--- config.mk ---
export PLATFORM = sky130hd
export DESIGN_NAME = uart_rx_byte
export DESIGN_NICKNAME = d
export VERILOG_FILES = /design/src/rtl/uart_rx_byte.sv
export SDC_FILE = /design/constraint.sdc
export NUM_CORES = 1
export LEC_CHECK = 0
export ABC_AREA = 1
export BUFFER_PORTS_ARGS = -buffer_cell sky130_fd_sc_hd__buf_2
export CAP_MARGIN = 10
export CORE_MARGIN = 5
export CORE_UTILIZATION = 62
export DETAILED_ROUTE_END_ITERATION = 8
export PLACE_DENSITY_LB_ADDON = 0.1
export SLEW_MARGIN = 20
export SYNTH_ARGS = -nofsm -noshare
export SYNTH_HDL_FRONTEND = slang
export SYNTH_SLANG_ARGS = --single-unit
--- constraint.sdc ---
create_clock -name clk -period 4.4 [get_ports clk]
set_clock_uncertainty 0.2 [all_clocks]
set_input_delay 0.88 -clock clk [delete_from_list [all_inputs] [get_ports clk]]
set_output_delay 0.88 -clock clk [all_outputs]
set_load 0.05 [all_outputs]
--- src/rtl/uart_rx_byte.sv ---
// UART 8N1 byte receiver: one write strobe per good frame, frame_err on a bad stop bit.
// Optional even-parity frame (8E1) when UART_RX_PARITY_EN is defined.
module uart_rx_byte #(
    parameter int unsigned CLK_HZ = 100000000,
    parameter int unsigned BAUD   = 115200
) (
    input  logic       clk,
    input  logic       rst,
    input  logic       rx,
    output logic [7:0] data_out,
    output logic       write,
    output logic       frame_err,
    output logic       busy
);

    localparam int unsigned CPB  = CLK_HZ / BAUD;
    localparam int unsigned HALF = CPB / 2;
    localparam int unsigned CW   = $clog2(CPB);

    localparam logic [2:0] S_IDLE   = 3'd0;
    localparam logic [2:0] S_START  = 3'd1;
    localparam logic [2:0] S_DATA   = 3'd2;
    localparam logic [2:0] S_STOP   = 3'd3;
    localparam logic [2:0] S_BREAK  = 3'd4;
`ifdef UART_RX_PARITY_EN
    localparam logic [2:0] S_PARITY = 3'd5;
`endif

    logic          rx_m, rx_s;
    logic [2:0]    state, state_nx;
    logic [CW-1:0] cnt, cnt_nx;
    logic [2:0]    bit_idx, bit_idx_nx;
    logic [7:0]    shift, shift_nx;
    logic [7:0]    data_nx;
    logic          write_nx, ferr_nx;
    logic          par_err, par_err_nx;

    wire sample_bit = (cnt == CW'(CPB - 1));

    // State and output registers; the rx synchroniser resets to idle-high
    always_ff @(posedge clk) begin
        if (!rst) begin
            rx_m      <= 1'b1;
            rx_s      <= 1'b1;
            state     <= S_IDLE;
            cnt       <= '0;
            bit_idx   <= '0;
            shift     <= '0;
            par_err   <= 1'b0;
            data_out  <= '0;
            write     <= 1'b0;
            frame_err <= 1'b0;
            busy      <= 1'b0;
        end else begin
            rx_m      <= rx;
            rx_s      <= rx_m;
            state     <= state_nx;
            cnt       <= cnt_nx;
            bit_idx   <= bit_idx_nx;
            shift     <= shift_nx;
            par_err   <= par_err_nx;
            data_out  <= data_nx;
            write     <= write_nx;
            frame_err <= ferr_nx;
            busy      <= (state_nx != S_IDLE);
        end
    end

    // Next-state and next-output logic; counter cleared at every sample point
    always_comb begin
        state_nx   = state;
        cnt_nx     = cnt + CW'(1);
        bit_idx_nx = bit_idx;
        shift_nx   = shift;
        par_err_nx = par_err;
        data_nx    = data_out;
        write_nx   = 1'b0;
        ferr_nx    = 1'b0;

        case (state)
            S_IDLE: begin
                cnt_nx = '0;
                if (!rx_s) begin
                    state_nx = S_START;
                end
            end
            S_START: begin
                if (cnt == CW'(HALF - 1)) begin
                    cnt_nx = '0;
                    if (!rx_s) begin
                        state_nx   = S_DATA;
                        bit_idx_nx = '0;
                        par_err_nx = 1'b0;
                    end else begin
                        state_nx = S_IDLE;
                    end
                end
            end
            S_DATA: begin
                if (sample_bit) begin
                    cnt_nx     = '0;
                    shift_nx   = {rx_s, shift[7:1]};
                    bit_idx_nx = bit_idx + 3'd1;
                    if (bit_idx == 3'd7) begin
`ifdef UART_RX_PARITY_EN
                        state_nx = S_PARITY;
`else
                        state_nx = S_STOP;
`endif
                    end
                end
            end
`ifdef UART_RX_PARITY_EN
            S_PARITY: begin
                if (sample_bit) begin
                    cnt_nx     = '0;
                    par_err_nx = ^{shift, rx_s};
                    state_nx   = S_STOP;
                end
            end
`endif
            S_STOP: begin
                if (sample_bit) begin
                    cnt_nx = '0;
                    if (rx_s) begin
                        state_nx = S_IDLE;
                        if (par_err) begin
                            ferr_nx = 1'b1;
                        end else begin
                            data_nx  = shift;
                            write_nx = 1'b1;
                        end
                    end else begin
                        ferr_nx  = 1'b1;
                        state_nx = S_BREAK;
                    end
                end
            end
            S_BREAK: begin
                // Held-low line must return high before a new start edge counts
                cnt_nx = '0;
                if (rx_s) begin
                    state_nx = S_IDLE;
                end
            end
            default: begin
                cnt_nx   = '0;
                state_nx = S_IDLE;
            end
        endcase
    end

endmodule

==> qor.csv, run 1 <==
metric;value;unit
ys_warn_count;0;
final_common_cell;dfxtp_1;
start_util;0.660;
synth_fa_ha_area_frac;0.0298;
drive_gt1_frac;0.191;
cts.sinks;37;
route.detailed.drc;0;
grt_pass1_wl;5090;um
place_hpwl;2260;um
ant_nets;0;
die_w;62.1;um
max-slew-margin-rel;0.770;
irDropWorstVdd;0.289;mV
synth_area_leaders;dfxtp_1, inv_1, nand2_1, nor2_1, a21oi_1;
synth_top_family_by_area;simple AND/OR/NAND/NOR gates;
root_buffer;clkbuf_4;
rsz0062_at_grt;no;
synthMuxAreaShare;0;
vias_per_cell;5.04;
status;completed;
cts_buffers;5;
finalSetupTns;0;ns
synth_cell_type_count;26;
slew_viol_final;0;
yosysTopAreaCell;dfxtp_1;
min-delay-start;rx_m;
cap_violations;0;
clk_path_buf_depth;2;
post_cts_resized;0;
postCtsHoldBufs;0;
yosys_register_bits;37;
start_kind;register;
groute.usage.overall;0.184;
place_inst;252;
grt.overflow.total;0;
ios;14;
wl;3030;um
avgSynthCellArea;7.89;sq um
nNetsFinal;236;
p_leak;0.749;nW
syn_nets;220;
cp_slowest_cell;dfxtp_1;
hold_path.class;reg -> reg;
crit_chain;buf_2;
drt_iter0_drc;76;
die_area;3850;sq um
worst-setup-path-type;reg -> out;
via_count;1310;
total_power;603;uW
synthCells;213;
worstPathRequired;3.32;ns
cp-end-kind;output port;
antennaDiodeCount;0;
setup_viol;0;
syn_area;1680;sq um
grt_max_degree;23;
drtPass1Iterations;5;
min_period;2.04;ns
gp_congestion;0.867;
ys_seq_area_frac;0.441;
fillCellCount;213;
die_height;62.1;um
synth_top_area_frac;0.441;
critPathLaunch;data_out[4];
postCtsSetupRepairBufs;0;
wl_per_cell;11.6;um
cp.depth;1;
crit_fanout;2;
clock_latency;0.34;ns
synthSimpleGateAreaFrac;0.273;
htreeDepth;2;
rows;18;
final_cell_mix;dfxtp_1, inv_1, nand2_1, nor2_1, a21oi_1;
r2r-start;cnt[0];
syn_to_final_growth;8.94;%
core;2540;sq um
synth_compound_area_frac;0.115;
path_clk_slew;0.11;ns
powerDensity;329;nW/um^2
cts_tree;built;
grt_pass1_vias;1231;
crit_path_max_incr_delay;0.36;ns
antenna_found_initial;0;
worst_pin_slew;0.345;ns
reg2regPathDepth;6;
synth-xor-area-share;0.0365;
final_cells;260;
critPathBufInv;1;
finalHoldViolations;0;
critPathTopFamily;flip-flops;
place.port_buffers;13;
holdPathStages;1;
fmax;0.490;GHz
crit_arrival;0.96;ns
period_share;0.464;
[worst register-to-register path: cells and delay by family, from the launching register on]
| family | cells | cell delay, ns |
|---|---|---|
| AO/OA/AOI/OAI | 2 | 0.34 |
| AND/OR/NAND/NOR | 3 | 0.51 |
| adder cells (fa/ha/maj) | 1 | 0.25 |
| flip-flops | 1 | 0.44 |
[logic make-up (layout without fill, tap and decap cells)]
group	Yosys count	after routing
xor+xnor	7	7
simple gates	87	87
fa+ha+maj	4	4
compound gates	37	37
buf+inv	41	58
flops	37	37
[state kept, by name, summed over array words and instances (netlist names)]
signal / count
state: 3
cnt: 10
bit_idx: 3
frame_err: 1
busy: 1
data_out: 8
rx_m: 1
write: 1
rx_s: 1
shift: 8
[cell usage after synthesis, drive strengths merged]
master	number
a21oi	18
buf	3
clkbuf	1
dfxtp	37
ha	4
inv	37
nand2	31
nand3	16
nand4	2
nor2	32
nor3	4
o21ai	19
or2	2
xnor2	1
xor2	6
[path summary, 6_finish.rpt]
check	end	slack (ns)
max	data_out[4]	2.36
min reg2reg	rx_s	0.23
min	rx_s	0.23
max reg2reg	data_out[5]	2.56
[power breakdown]
part / total [mW] / switching (mW) / internal, mW
Clock: 0.246 / 0.110 / 0.136
Combinational: 0.0181 / 0.0129 / 0.00517
Sequential: 0.339 / 0.00205 / 0.337
[routing by layer]
metal | global-route usage | vias up | wire length, um
met2 | 0.300 | 29 | 1390
met1 | 0.211 | 571 | 1390
li1 | - | 698 | -
met4 | 0.118 | 0 | 108
met3 | 0.0496 | 12 | 132
met5 | 0 | - | 0
[stage by stage]
stage	utilization	hold WS, ns	setup WS [ns]	area, sq um
after floorplan	-	0.193	2.72	1680
after global placement	0.686	0.198	2.39	1750
after detailed placement	0.686	0.210	2.31	1750
after CTS	0.719	0.231	2.35	1830
after global routing	0.719	0.248	2.31	1830
final	0.719	0.227	2.36	1830
[area by class of cell]
class | instances | area, sq um | area share
Inverter | 37 | 139 | 0.0759
Sequential cell | 37 | 741 | 0.405
Tap cell | 30 | 37.5 | 0.0205
Clock inverter | 1 | 30.0 | 0.0164
Timing Repair Buffer | 13 | 65.1 | 0.0355
Clock buffer | 7 | 55.1 | 0.0301
Multi-Input combinational cell | 135 | 763 | 0.417
No activity file was read; power rests on OpenSTA's default activity.
==> run 2: changes to the inputs <==
- CORE_UTILIZATION: 62 -> 58
- clock period: 4.4 -> 2 ns (I/O delays scaled with it)
==> run 2 against run 1 <==
Via count up 2.2%. Sequential share of layout area about the same. Core utilization down 5.5 points. Setup slack got worse by 2.1 ns. Clock power increased by 120%. Critical path depth grew 8. Total power is 120% higher. Hold slack lost 0.20 ns. Largest cell class unchanged.
==> qor.csv, run 2 (synthesized netlist as in run 1, its figures left out) <==
metric;value;unit;change
gp_congestion;0.989;;+14%
clock_latency;0.35;ns;about the same
crit_path_max_incr_delay;0.39;ns;+0.03 ns
clk_path_buf_depth;2;;unchanged
largest_reg_flops;10;;unchanged
p_leak;0.750;nW;about the same
powerDensity;720;nW/um^2;+120%
route.detailed.drc;0;;unchanged
fmax;0.564;GHz;
drive_gt1_frac;0.196;;+0.00435
start_kind;register;;
nNetsFinal;236;;unchanged
setup_viol;0;;unchanged
pwr-share-comb;0.030;;about the same
status;completed;;
htreeDepth;2;;unchanged
final_common_cell;dfxtp_1;;
place_inst;253;;+0.40%
antennaDiodeCount;0;;unchanged
die_height;63.8;um;+2.8%
critPathLaunch;cnt[1];;
hold_path.class;in -> reg;;
r2r-start;cnt[1];;
fin_util;0.665;;-0.0546
grt.overflow.total;0;;unchanged
place.port_buffers;13;;unchanged
critPathTopFamily;simple AND/OR/NAND/NOR gates;;
crit_chain;ha_1, nand2_2, nor2_8, nand3_4, nand2_4, nand2_2, nand2_1, nand2_1, nor2_1;;
root_buffer;clkbuf_4;;
worstPathRequired;2.09;ns;-1.23 ns
p_seq_frac;0.565;;+0.003
total_power;1.32;mW;+120%
fillCellCount;240;;+13%
holdPathStages;2;;+1
core;2760;sq um;+8.4%
critPathBufInv;0;;-1
r2r_slack;0.23;ns;-2.33 ns
drt_iter0_drc;50;;-34%
crit_fanout;19;;+17
cp.depth;9;;+8
wl;2980;um;-1.5%
rsz0062_at_grt;no;;
grt_pass1_vias;1269;;+3.1%
die_area;4070;sq um;+5.8%
final_cells;261;;+0.38%
endpoint;bit_idx[1];;
min_period;1.77;ns;
finalHoldViolations;0;;unchanged
swShare;0.203;;-0.00413
grt_pass1_wl;5320;um;+4.6%
cp-end-kind;register;;
syn_to_final_growth;9.08;%;
drtPass1Iterations;5;;unchanged
cp_slowest_cell;dfxtp_1;;
via_count;1339;;+2.2%
max-slew-margin-rel;0.771;;+0.00142
final_cell_mix;dfxtp_1, inv_1, nand2_1, nor2_1, a21oi_1;;
irDropWorstVdd;0.953;mV;+230%
switchingPower;268;uW;+110%
cts.sinks;37;;unchanged
start_util;0.609;;-0.0509
groute.usage.overall;0.164;;-0.0205
largestRegisters;cnt x10, data_out x8, shift x8;;
crit_arrival;1.87;ns;+0.91 ns
r2r-end;bit_idx[1];;
wl_per_cell;11.4;um;-1.9%
vias_per_cell;5.13;;+1.8%
path_clk_slew;0.11;ns;about the same
pwr-share-clk;0.405;;-0.003
reg2regPathDepth;9;;+3
rows;19;;+1
worst-setup-path-type;reg -> reg;;
cts_tree;built;;
period_share;0.887;;
ios;14;;unchanged
place_hpwl;2250;um;-0.27%
cap_violations;0;;unchanged
worst_pin_slew;0.343;ns;-0.00213 ns
power.internal;1.05;mW;+120%
cts_buffers;5;;unchanged
antenna_found_initial;0;;unchanged
top_register;cnt;;
slew_viol_final;0;;unchanged
grt_max_degree;23;;unchanged
finalSetupTns;0;ns;unchanged
ant_nets;0;;unchanged
die_w;63.8;um;+2.8%
## run 2: changes by cell type in the layout (fill, tap and decap cells not counted)
cell / delta
dfxtp_1: -1
dfxtp_2: +1
o21ai_0: -1
o21ai_1: +1
## run 2: power by group through the flow
stage | combinational, mW | sequential [mW] | clock, mW
finish | 0.0391 | 0.746 | 0.534
global placement | 0.0384 | 0.762 | 0
floorplan | 0.0280 | 0.766 | 0
CTS | 0.0395 | 0.746 | 0.548
global route | 0.0450 | 0.747 | 0.590
detailed placement | 0.0392 | 0.763 | 0
## run 2: final cells by class
class,instances,area [sq um],area share
clock buffers,7,55.1,0.0300
clock inverters,1,30.0,0.0164
well taps,31,38.8,0.0212
flip-flops and latches,37,742,0.405
multi-input cells,135,763,0.416
inverters,37,139,0.0758
repair buffers,13,65.1,0.0355
## run 2: stage by stage
step | instance area, sq um | setup slack (ns) | hold WS, ns
floorplan | 1680 | 0.393 | 0.193
global placement | 1750 | 0.255 | 0.201
detailed placement | 1750 | 0.161 | 0.210
CTS | 1830 | 0.134 | 0.0215
global route | 1830 | 0.0733 | 0.0148
finish | 1830 | 0.226 | 0.0294
## run 2: how the worst min path moves through the flow
stage	start	endpoint	slack (ns)
floorplan	rx_m	rx_s	0.19
global placement	rx_m	rx_s	0.20
detailed placement	rx_m	rx_s	0.21
CTS	rx	rx_m	0.02
global route	rx	rx_m	0.01
finish	rx	rx_m	0.03
## run 2: timing repair
action / in CTS / in global routing
gates resized for setup: 0 / 2
buffers inserted: 0 / 0
endpoints found under the setup margin: 0 / 2
hold buffers: 0 / 0
## run 2: per-layer routing
layer	part of all wire	vias up	GRT usage
met5	0	-	0
met4	0.037	0	0.0961
met3	0.057	14	0.0665
met2	0.45	39	0.261
met1	0.45	582	0.182
li1	-	704	-
==> run 3: changes to the inputs <==
- CAP_MARGIN: 10 -> 20
- CORE_UTILIZATION: 58 -> 35
==> run 3 against run 2 <==
Combinational power up 8.2%. Die area rose by 54%. Sequential power about the same. Clock-buffer cell count is 1 lower. Sequential cell count unchanged. First-iteration DRC count grew 6.0%.
==> qor.csv, run 3 (synthesized netlist as in run 1, its figures left out) <==
metric;value;unit;change
critPathLaunch;cnt[1];;
wl;2900;um;-2.8%
grt_pass1_wl;5090;um;-4.4%
syn_to_final_growth;13.7;%;
r2r-start;cnt[1];;
finalSetupTns;0;ns;unchanged
hold_path.class;in -> reg;;
setup_viol;0;;unchanged
route.detailed.drc;0;;unchanged
grt.overflow.total;0;;unchanged
crit_fanout;17;;-2
r2r-end;data_out[4];;
path_clk_slew;0.08;ns;-0.03 ns
gp_congestion;0.721;;-27%
place_hpwl;2150;um;-4.4%
postCtsHoldBufs;0;;unchanged
powerDensity;766;nW/um^2;+6.4%
via_count;1275;;-4.8%
cts_tree;built;;
holdPathStages;2;;unchanged
final_common_cell;dfxtp_1;;
largest_reg_flops;10;;unchanged
cts_buffers;5;;unchanged
die_area;6290;sq um;+54%
cp_slowest_cell;dfxtp_1;;
irDropWorstVdd;0.317;mV;-67%
p_leak;0.772;nW;+2.9%
min-delay-start;rx;;
nNetsFinal;238;;+0.85%
antenna_found_initial;0;;unchanged
die_height;79.3;um;+24%
clk_path_buf_depth;2;;unchanged
largestRegisters;cnt x10, data_out x8, shift x8;;
critPathBufInv;0;;unchanged
wl_per_cell;10.1;um;-11%
place.port_buffers;13;;unchanged
final_cells;286;;+9.6%
worst_pin_slew;0.278;ns;-0.0651 ns
rows;25;;+6
die_w;79.3;um;+24%
postCtsSetupRepairBufs;0;;unchanged
vias_per_cell;4.46;;-13%
groute.usage.overall;0.106;;-0.0580
grt_pass1_vias;1138;;-10%
cp-end-kind;register;;
clock_latency;0.29;ns;-0.06 ns
antennaDiodeCount;0;;unchanged
ant_nets;0;;unchanged
cts.sinks;37;;unchanged
min_period;1.74;ns;-0.0385 ns
crit_path_max_incr_delay;0.37;ns;-0.02 ns
start_kind;register;;
grt_max_degree;22;;-4.3%
period_share;0.868;;-0.0193
drive_gt1_frac;0.203;;+0.00693
cap_violations;0;;unchanged
r2r_slack;0.26;ns;+0.04 ns
top_register;cnt;;
ios;14;;unchanged
crit_arrival;1.72;ns;-0.15 ns
root_buffer;clkbuf_8;;
drtPass1Iterations;4;;-1
start_util;0.358;;-0.251
finalHoldViolations;0;;unchanged
max-slew-margin-rel;0.814;;+0.0431
slew_viol_final;0;;unchanged
worstPathRequired;1.98;ns;-0.11 ns
min_to;rx_m;;
critPathTopFamily;simple AND/OR/NAND/NOR gates;;
worst-setup-path-type;reg -> reg;;
fmax;0.576;GHz;+2.2%
final_cell_mix;dfxtp_1, inv_1, nand2_1, nor2_1, a21oi_1;;
reg2regPathDepth;6;;-3
status;completed;;
place_inst;278;;+9.9%
htreeDepth;2;;unchanged
post_cts_resized;0;;unchanged
crit_chain;ha_1, nand2_2, nor2_8, nand4_4, o21ai_0, a21oi_1;;
drt_iter0_drc;53;;+6.0%
rsz0062_at_grt;no;;
core;4690;sq um;+70%
[run 3: layout make-up]
class                      instances  area (sq um)
clock buffer                       6          82.6
tap                               54          67.6
fill                             498          2780
multi-input combinational        135           763
inverter                          37           139
clock inverter                     2          37.5
timing repair buffer              15          80.1
sequential                        37           741
[run 3: worst max-delay path by stage]
stage	end	slack, ns	depth (start not counted)
CTS	data_out[4]	0.23	6
detailed placement	data_out[4]	0.23	6
floorplan	shift[7]	0.39	7
global route	data_out[0]	0.08	6
finish	data_out[4]	0.26	6
global placement	bit_idx[0]	0.28	8
[run 3: report_power, final]
group	switching (mW)	internal [mW]	total [mW]
clock network	0.271	0.405	0.676
logic	0.0288	0.0135	0.0423
registers	0.00385	0.741	0.745
[run 3: through the flow]
stage	hold WS [ns]	cell area (sq um)	setup WS, ns	power (mW)	utilization
floorplan	0.193	1680	0.393	0.794	-
global placement	0.204	1790	0.281	0.806	0.382
detailed placement	0.209	1790	0.233	0.806	0.382
CTS	0.0845	1910	0.228	1.49	0.407
global route	0.0837	1910	0.0793	1.53	0.407
finish	0.0957	1910	0.265	1.46	0.407
[run 3: layer usage]
layer,vias up,GRT usage,wire length (um)
met2,15,0.155,1220
met1,552,0.137,1490
met3,5,0.0374,125
met4,0,0.0515,60
met5,-,0,0
li1,703,-,-
